<file path="src/rtl/sci_pkg.sv">
// sci_pkg: shared types and constants for the SCI requester.
//   sci_state_t        - requester FSM states
//   SCI_RNW_READ/WRITE - value of the leading RnW bit of a frame
//   SCI_*_WIDTH_DEF    - default frame field widths
package sci_pkg;

    typedef enum logic [2:0] {
        IDLE,
        HDR,
        WDATA,
        WAIT_ACK,
        RDATA,
        DONE
    } sci_state_t;

    localparam logic SCI_RNW_READ  = 1'b1;
    localparam logic SCI_RNW_WRITE = 1'b0;

    localparam int SCI_ADDR_WIDTH_DEF = 3;
    localparam int SCI_DATA_WIDTH_DEF = 8;

endpackage

</file>
<file path="src/rtl/sci_shift_reg.sv">
// sci_shift_reg: frame shifter for the SCI requester.
//   Loadable parallel-in/serial-out register for the outgoing frame (MSB first)
//   and an enable-gated serial-in/parallel-out register for read data.
// Ports:
//   clk       in   clock, rising edge
//   load      in   capture load_data into the PISO
//   load_data in   PISO_W  parallel frame
//   shift     in   shift the PISO one place towards the MSB
//   sout      out  current PISO MSB
//   capture   in   shift sin into the SIPO LSB end
//   sin       in   serial input bit
//   sipo_next out  SIPO_W  SIPO contents as they will be after a capture this cycle
// Data registers carry no reset; the owning FSM qualifies their use.
module sci_shift_reg #(
    parameter int PISO_W = 12,
    parameter int SIPO_W = 8
) (
    input  logic              clk,
    input  logic              load,
    input  logic [PISO_W-1:0] load_data,
    input  logic              shift,
    output logic              sout,
    input  logic              capture,
    input  logic              sin,
    output logic [SIPO_W-1:0] sipo_next
);

    logic [PISO_W-1:0] piso_q;
    logic [SIPO_W-1:0] sipo_q;

    always_ff @(posedge clk) begin
        if (load) begin
            piso_q <= load_data;
        end else if (shift) begin
            piso_q <= {piso_q[PISO_W-2:0], 1'b0};
        end
        if (capture) begin
            sipo_q <= sipo_next;
        end
    end

    assign sout      = piso_q[PISO_W-1];
    assign sipo_next = {sipo_q[SIPO_W-2:0], sin};

endmodule

</file>
<file path="src/rtl/sci_master.sv">
// sci_master: bit-serial SCI requester.
//   Turns one parallel register write/read command into a serial
//   SCI_CSN/SCI_REQ frame (RnW, address, [write data], MSB first), collects
//   the slave's SCI_RESP/SCI_ACK reply and returns one RSP_VALID pulse.
// Ports:
//   CLK, RST                 clock; synchronous active-high reset
//   REQ_VALID/REQ_READY      command handshake (READY only in IDLE)
//   REQ_WRITE, REQ_ADDR, REQ_WDATA   command fields
//   RSP_VALID                one-cycle completion pulse
//   RSP_RDATA                read data (0 for writes), held until next RSP_VALID
//   RSP_ERROR                timeout flag (tied 0 without the timeout feature)
//   BUSY                     high whenever not IDLE
//   SCI_CSN, SCI_REQ         serial select (active-low) and request bit
//   SCI_RESP, SCI_ACK        serial read bit and slave qualifier/acknowledge
// Build option: define SCI_MASTER_TIMEOUT_EN to abort a stalled WAIT_ACK or
//   RDATA after TIMEOUT_CYCLES cycles without ACK, reporting RSP_ERROR=1.
module sci_master
    import sci_pkg::*;
#(
    parameter int ADDR_WIDTH     = SCI_ADDR_WIDTH_DEF,
    parameter int DATA_WIDTH     = SCI_DATA_WIDTH_DEF,
    parameter int TIMEOUT_CYCLES = 255
) (
    input  logic                  CLK,
    input  logic                  RST,
    input  logic                  REQ_VALID,
    output logic                  REQ_READY,
    input  logic                  REQ_WRITE,
    input  logic [ADDR_WIDTH-1:0] REQ_ADDR,
    input  logic [DATA_WIDTH-1:0] REQ_WDATA,
    output logic                  RSP_VALID,
    output logic [DATA_WIDTH-1:0] RSP_RDATA,
    output logic                  RSP_ERROR,
    output logic                  BUSY,
    output logic                  SCI_CSN,
    output logic                  SCI_REQ,
    input  logic                  SCI_RESP,
    input  logic                  SCI_ACK
);

    localparam int FRAME_W = 1 + ADDR_WIDTH + DATA_WIDTH;
    localparam int CNT_W   = $clog2(FRAME_W + 1);
    localparam logic [CNT_W-1:0] HDR_LAST  = CNT_W'(ADDR_WIDTH);
    localparam logic [CNT_W-1:0] DATA_LAST = CNT_W'(DATA_WIDTH - 1);

    if (TIMEOUT_CYCLES < 1) begin : g_timeout_range
        $error("sci_master: TIMEOUT_CYCLES must be at least 1");
    end

    sci_state_t             state;
    sci_state_t             next_state;
    logic [CNT_W-1:0]       bit_cnt;
    logic                   is_read;
    logic                   accept;
    logic                   shift_en;
    logic                   capture_en;
    logic                   frame_bit;
    logic                   timeout_hit;
    logic                   entering_done;
    logic [DATA_WIDTH-1:0]  rdata_next;
    logic [FRAME_W-1:0]     frame;

    assign accept     = REQ_VALID && (state == IDLE);
    assign shift_en   = (state == HDR) || (state == WDATA);
    assign capture_en = (state == RDATA) && SCI_ACK;
    assign frame      = {(REQ_WRITE ? SCI_RNW_WRITE : SCI_RNW_READ), REQ_ADDR, REQ_WDATA};

    sci_shift_reg #(
        .PISO_W (FRAME_W),
        .SIPO_W (DATA_WIDTH)
    ) u_shift (
        .clk       (CLK),
        .load      (accept),
        .load_data (frame),
        .shift     (shift_en),
        .sout      (frame_bit),
        .capture   (capture_en),
        .sin       (SCI_RESP),
        .sipo_next (rdata_next)
    );

`ifdef SCI_MASTER_TIMEOUT_EN
    localparam int TO_W = $clog2(TIMEOUT_CYCLES + 1);
    localparam logic [TO_W-1:0] TO_LAST = TO_W'(TIMEOUT_CYCLES - 1);

    logic [TO_W-1:0] to_cnt;
    logic            rsp_error_q;

    // Abort on the cycle whose increment would make the idle count reach
    // TIMEOUT_CYCLES, so DONE lands TIMEOUT_CYCLES cycles after entry.
    assign timeout_hit = ((state == WAIT_ACK) || (state == RDATA)) &&
                         !SCI_ACK && (to_cnt == TO_LAST);

    always_ff @(posedge CLK) begin
        if (RST) begin
            to_cnt <= '0;
        end else if (next_state != state) begin
            to_cnt <= '0;
        end else if ((state == WAIT_ACK) || (state == RDATA)) begin
            to_cnt <= SCI_ACK ? '0 : to_cnt + TO_W'(1);
        end
    end

    always_ff @(posedge CLK) begin
        if (RST) begin
            rsp_error_q <= 1'b0;
        end else if (entering_done) begin
            rsp_error_q <= timeout_hit;
        end
    end

    assign RSP_ERROR = rsp_error_q;
`else
    assign timeout_hit = 1'b0;
    assign RSP_ERROR   = 1'b0;
`endif

    always_ff @(posedge CLK) begin
        if (RST) begin
            state <= IDLE;
        end else begin
            state <= next_state;
        end
    end

    always_comb begin
        next_state = state;
        case (state)
            IDLE: begin
                if (accept) next_state = HDR;
            end
            HDR: begin
                if (bit_cnt == HDR_LAST) next_state = is_read ? RDATA : WDATA;
            end
            WDATA: begin
                if (bit_cnt == DATA_LAST) next_state = WAIT_ACK;
            end
            WAIT_ACK: begin
                if (SCI_ACK || timeout_hit) next_state = DONE;
            end
            RDATA: begin
                if ((SCI_ACK && (bit_cnt == DATA_LAST)) || timeout_hit) next_state = DONE;
            end
            DONE: begin
                next_state = IDLE;
            end
            default: begin
                next_state = IDLE;
            end
        endcase
    end

    // bit_cnt restarts on every state change; in RDATA only ACK-qualified
    // cycles advance it, so gaps in ACK stretch the read phase.
    always_ff @(posedge CLK) begin
        if (RST) begin
            bit_cnt <= '0;
        end else if (next_state != state) begin
            bit_cnt <= '0;
        end else if (shift_en || capture_en) begin
            bit_cnt <= bit_cnt + CNT_W'(1);
        end
    end

    always_ff @(posedge CLK) begin
        if (accept) begin
            is_read <= !REQ_WRITE;
        end
    end

    // The response is registered on the edge into DONE so that it appears
    // together with RSP_VALID; the last read bit arrives on that same edge,
    // hence rdata_next rather than the stored SIPO value.
    assign entering_done = (next_state == DONE) && (state != DONE);

    always_ff @(posedge CLK) begin
        if (RST) begin
            RSP_RDATA <= '0;
        end else if (entering_done) begin
            if (timeout_hit || (state != RDATA)) begin
                RSP_RDATA <= '0;
            end else begin
                RSP_RDATA <= rdata_next;
            end
        end
    end

    assign REQ_READY = (state == IDLE);
    assign BUSY      = (state != IDLE);
    assign RSP_VALID = (state == DONE);
    assign SCI_CSN   = !((state == HDR) || (state == WDATA) ||
                         (state == WAIT_ACK) || (state == RDATA));
    assign SCI_REQ   = shift_en ? frame_bit : 1'b0;

endmodule

</file>
<file path="config.mk">
export PLATFORM = sky130hd
export DESIGN_NAME = sci_master
export DESIGN_NICKNAME = d
export VERILOG_FILES = /design/src/rtl/sci_pkg.sv /design/src/rtl/sci_shift_reg.sv /design/src/rtl/sci_master.sv
export SDC_FILE = /design/constraint.sdc
export NUM_CORES = 1
export LEC_CHECK = 0
export CAP_MARGIN = 20
export CORE_ASPECT_RATIO = 0.5
export CORE_UTILIZATION = 43
export CTS_CLUSTER_DIAMETER = 150
export DETAILED_ROUTE_END_ITERATION = 6
export PLACE_DENSITY = 0.75
export SLEW_MARGIN = 15
export SYNTH_ARGS = -nofsm -noshare
export SYNTH_HDL_FRONTEND = slang
export SYNTH_HIERARCHICAL = 1
export SYNTH_SLANG_ARGS = --single-unit
</file>
<file path="constraint.sdc">
create_clock -name CLK -period 2.14 [get_ports CLK]
set_input_delay 0.428 -clock CLK [delete_from_list [all_inputs] [get_ports CLK]]
set_output_delay 0.428 -clock CLK [all_outputs]
set_load 0.1 [all_outputs]
</file>
### Yosys cells after proc, flatten, opt, wreduce, memory -nomap -nowiden

Index checks and enable logic that the tools add are counted.

| cells by class | value |
|---|---|
| multiplexer cells | 12 |
| add/subtract/negate cells | 1 |
| equal/unequal tests | 11 |
| reduce and logical (&&, ||, !) cells | 14 |

Operators with widths:

| kind | number |
|---|---|
| two-way mux 12 bit | 2 |
| two-way mux 3 bit | 6 |
| case mux 3 bit (5 select lines) | 1 |
| equality test 3 bit (second input constant) | 3 |
| two-way mux 8 bit | 1 |
| equality test 3 x 2 -> 1 bit (second input constant) | 2 |
| != test 3 bit (second input constant) | 2 |
| adder 4 x 1 -> 4 bit (second input constant) | 1 |
| equality test 4 x 2 -> 1 bit (second input constant) | 1 |
| equality test 4 x 3 -> 1 bit (second input constant) | 1 |
| logical AND 1 bit | 4 |
| logical OR 1 bit | 4 |
| equality test 3 x 1 -> 1 bit (second input constant) | 1 |
| logical NOT 3 bit | 1 |
| != test 3 bit | 1 |
| nonzero test 3 bit | 1 |
| logical NOT 1 bit | 2 |
| two-way mux 1 bit | 2 |
| nonzero test 2 bit | 1 |
| OR reduction 2 bit | 1 |

| word-level totals | value |
|---|---|
| input bits | 17 |
| flip-flop bits (word level) | 35 |
| logic and storage cells | 44 |

### Logic depth before layout (Yosys ltp)

| logic depth | value |
|---|---|
| depth in word-level cells | 6 |
| depth in mapped cells | 5 |

### Modules after synthesis

The synthesis kept the hierarchy.

By module, submodules not included:

| module | area an instance (um^2) | cells each | times used |
|---|---|---|---|
| sci_master | 903.4 | 101 | 1 |
| sci_shift_reg | 757.0 | 34 | 1 |

### Worst setup path after synthesis

No wires, ideal clock.

| timing path | value |
|---|---|
| path type | flip-flop to output port |
| start | register state[2] |
| end | output port RSP_VALID |
| path slack | -1.033 ns |
| stages on the path, launching flop included | 4 |
| data required time | 1.712 ns |
| arrival | 2.745 ns |
| path through | dfxtp_1 -> buf_2 -> inv_1 -> nor3b_1 |

| between the ends | value |
|---|---|
| word-level cells in the longest chain between the ends | 1 |

Ends and longest elaborated chain:

| item | line | text |
|---|---|---|
| start: declaration | sci_master.sv:50 | `sci_state_t state;` |
| start signal: assignment | sci_master.sv:122 | `state <= next_state;` |
| equality test 3 bit | sci_master.sv:190 | `assign RSP_VALID = (state == DONE);` |
| end: declaration | sci_master.sv:31 | `output logic RSP_VALID,` |

No other way between the ends.

### Worst setup path in the final report

| timing path | value |
|---|---|
| start | register state[1] |
| end | output port SCI_REQ |

| between the ends | value |
|---|---|
| word-level cells in the longest chain between the ends | 3 |
| elaborated cells between the ends (all ways) | 4 |
| classes of those cells | eq/ne (2); mux (1); reduce/logical (1) |

Ends and longest elaborated chain:

| item | line | text |
|---|---|---|
| equality test 3 x 1 -> 1 bit or equality test 3 x 2 -> 1 bit (tied branches) | sci_master.sv:64 | `assign shift_en = (state == HDR) \|\| (state == WDATA);` |
| logical OR 1 bit (*) | sci_master.sv:64 |  |
| via shift_en | sci_master.sv:55 | `logic shift_en;` |
| two-way mux 1 bit (*) | sci_master.sv:193 | `assign SCI_REQ = shift_en ? frame_bit : 1'b0;` |
| end: declaration | sci_master.sv:36 | `output logic SCI_REQ,` |

Mark *: on every way through the listed nets, which the timed path passes. The rest lies on a longest branch.

==> metrics.txt <==
WP data required=roughly 1.7 ns; DRT Pass-1 Iters=4; busiest layer in global routing=met2; Hold Violations, Final=0; Final Max Slew Viols=0; post-route antenna net violation count=0; post-cts resize count=0; PD cells=734.3 nW/um2; Clk Latency, worst-skew pair=between 0.2 and 0.3 ns; Setup Viol. Count Final=0; nets@finish=192; Pint=about 0.0013 W; Chip Height=45.94 um; Seq pwr share=a little under half; commonest non-fill, non-tap cell in the layout=edfxtp_1; first-pass GRT wire length=4.547 mm; Main synth FF type=edfxtp_1; Placed Cells=218; total core area=3566 um2; full die area=4129 um2; Worst Hold Class=reg2reg; max frequency=515.5 MHz; Setup CP Type=reg2out; largest area contributor in the netlist=edfxtp_1; Synth area leaders=edfxtp_1, dfxtp_1, mux2_4; clock share of power=37.4%; post-route cell area=about 2200 um2; RSZ-0062 raised after global routing=false; Post-synth EDFFs=20; Largest stage delay, worst path=0.39 ns; Die W=89.88 um; synth-to-layout area growth=34.21%; Ant. Diodes=0; Post-Syn Instances=around 140; Hold Buf Count CTS=0; final WL=2.877 mm; Clock Pin Slew Worst Setup and Hold Paths=0.07 ns; Overflow after GRT=0; Iteration-0 DRC Markers=27; H-tree depth=2; hold path start=u_shift/sipo_q[2]; Placer Congestion=approximately 0.86; DR DRC count=0; Initial Utilization=46.56%; largest net degree at the start of global routing=15; CP top delay family=flip-flops; share of layout cells above drive strength 1=28.57%; most frequent cells in the layout=edfxtp_1, clkdlybuf4s50_1, buf_4; row cnt=15; CTS tree=yes; Synth cell types=42; synthesized cell area=1660 um2; CTS Buffer Depth=2; sw frac=between 20% and 30%; Psw=about 0.00038 W; combinational share of power=15.5%; Post-synth ARST share=0%; syn nets=153; CP Max Fanout=8; # Max-Cap Violations=0; routed vias=1100; met1 Usage GRT=19.03%; Pleak=0.8918 nW; Post-CTS Setup Inserts=0; Tmin final=1.940 ns; status=finished, final reports clean; M2 GR Usage=approximately 25%; CP bufs+invs=2; Worst R2R Start=bit_cnt[0]; Ports=31; routing usage on met3=6.167%; wire length per cell=12.73 um; via-per-instance ratio=4.867; sequential share of the synthesized area=a little over half; post-synth top area share=~36%; final std cells w/o fill=approximately 230; CTS Buf Count=5; number of global-route vias before repair=1000; Ys Warns=6; worst vdd ir=0.0004459 V; Worst EP arrival=1.51 ns; GRT Overall Usage=~15%; CP Cell Sequence=buf_4 > xnor2_1 > nor2_1 > and2_1 > buf_12; Post-Route Setup TNS=0 ns; DP Area=2111 um2; CP startpoint kind=register; Critical Path End Type=output pin; Root Buffer=clkbuf_8; port bufs=29; Yosys reg bits=35; Critical path origin=state[1]; slowest CP cell=dfxtp_1; antenna violations before repair=0; Final HPWL DP=2.105 mm; total power=about 0.0016 W; Worst Clk Skew=0.005154 ns; Syn Area/Cell=12.30 um2; Sink Count=35; fin crit share=approximately nine tenths
synth_stat cells (all sizes together) (2+ instances only):
cell    instances
a211oi          2
and2            2
buf             6
dfxtp          15
edfxtp         20
inv             6
mux2           11
mux2i           9
nand2          11
nand2b         11
nor2            6
nor3            2
nor3b           2
o21ai           6
o21ba           2
or3             3
xnor2           2
cell type report:
| class | count | area [um2] |
|---|---|---|
| Timing Repair Buffer | 39 | 420.4 |
| Tap cell | 51 | 63.81 |
| Clock inverter | 2 | 35.03 |
| Fill cell | 290 | 1338 |
| Inverter | 6 | 26.28 |
| Clock buffer | 6 | 82.58 |
| Multi-Input combinational cell | 87 | 699.4 |
| Sequential cell | 35 | 900.9 |
through the flow:
| stage | hold WS, ns | util (%) | worst slack, ns |
|---|---|---|---|
| after floorplan | 0.4262 | - | -0.05630 |
| after global placement | 0.4314 | 59.19 | -0.09370 |
| final | 0.4461 | 62.49 | 0.2002 |
| after CTS | 0.4510 | 62.49 | 0.1943 |
| after global routing | 0.4654 | 62.49 | 0.07164 |
| after detailed placement | 0.4374 | 59.19 | -0.1024 |
kinds of logic after synthesis:
kind of cell    share of synthesized area, %
flops                                  54.26
simple gates                           16.96
mux                                    14.70
compound gates                         7.611
buf+inv                                4.445
fa+ha+maj                             0.7535
other cells                           0.2259
xor+xnor                               1.055
flip-flops by register name, indices dropped and copies added, names as in the netlist:
name	flops
u_shift/piso_q	12
state	3
bit_cnt	4
is_read	1
RSP_RDATA	8
u_shift/sipo_q	7
worst paths after layout:
path,end,slack (ns),cells past startpoint
max reg2reg,RSP_RDATA[3],0.31,5
min reg2reg,u_shift/sipo_q[3],0.45,0
max,SCI_REQ,0.20,5
min,u_shift/sipo_q[3],0.45,0
layer usage:
layer / up-vias / part of all wire (%)
li1: 554 / -
met1: 526 / 48
met2: 20 / 47
met3: 0 / 4.1
met4: 0 / 0
met5: - / 0
power groups by stage:
stage / Combinational (W) / Clock (W) / Sequential, W
after floorplan: 0.000163 / 0 / 0.000778
after global placement: 0.000249 / 0 / 0.000783
after detailed placement: 0.000257 / 0 / 0.000783
after CTS: 0.000256 / 0.000625 / 0.000770
after global routing: 0.000267 / 0.000648 / 0.000774
final: 0.000254 / 0.000613 / 0.000769
Note: power is estimated with default switching activity, not from simulation.
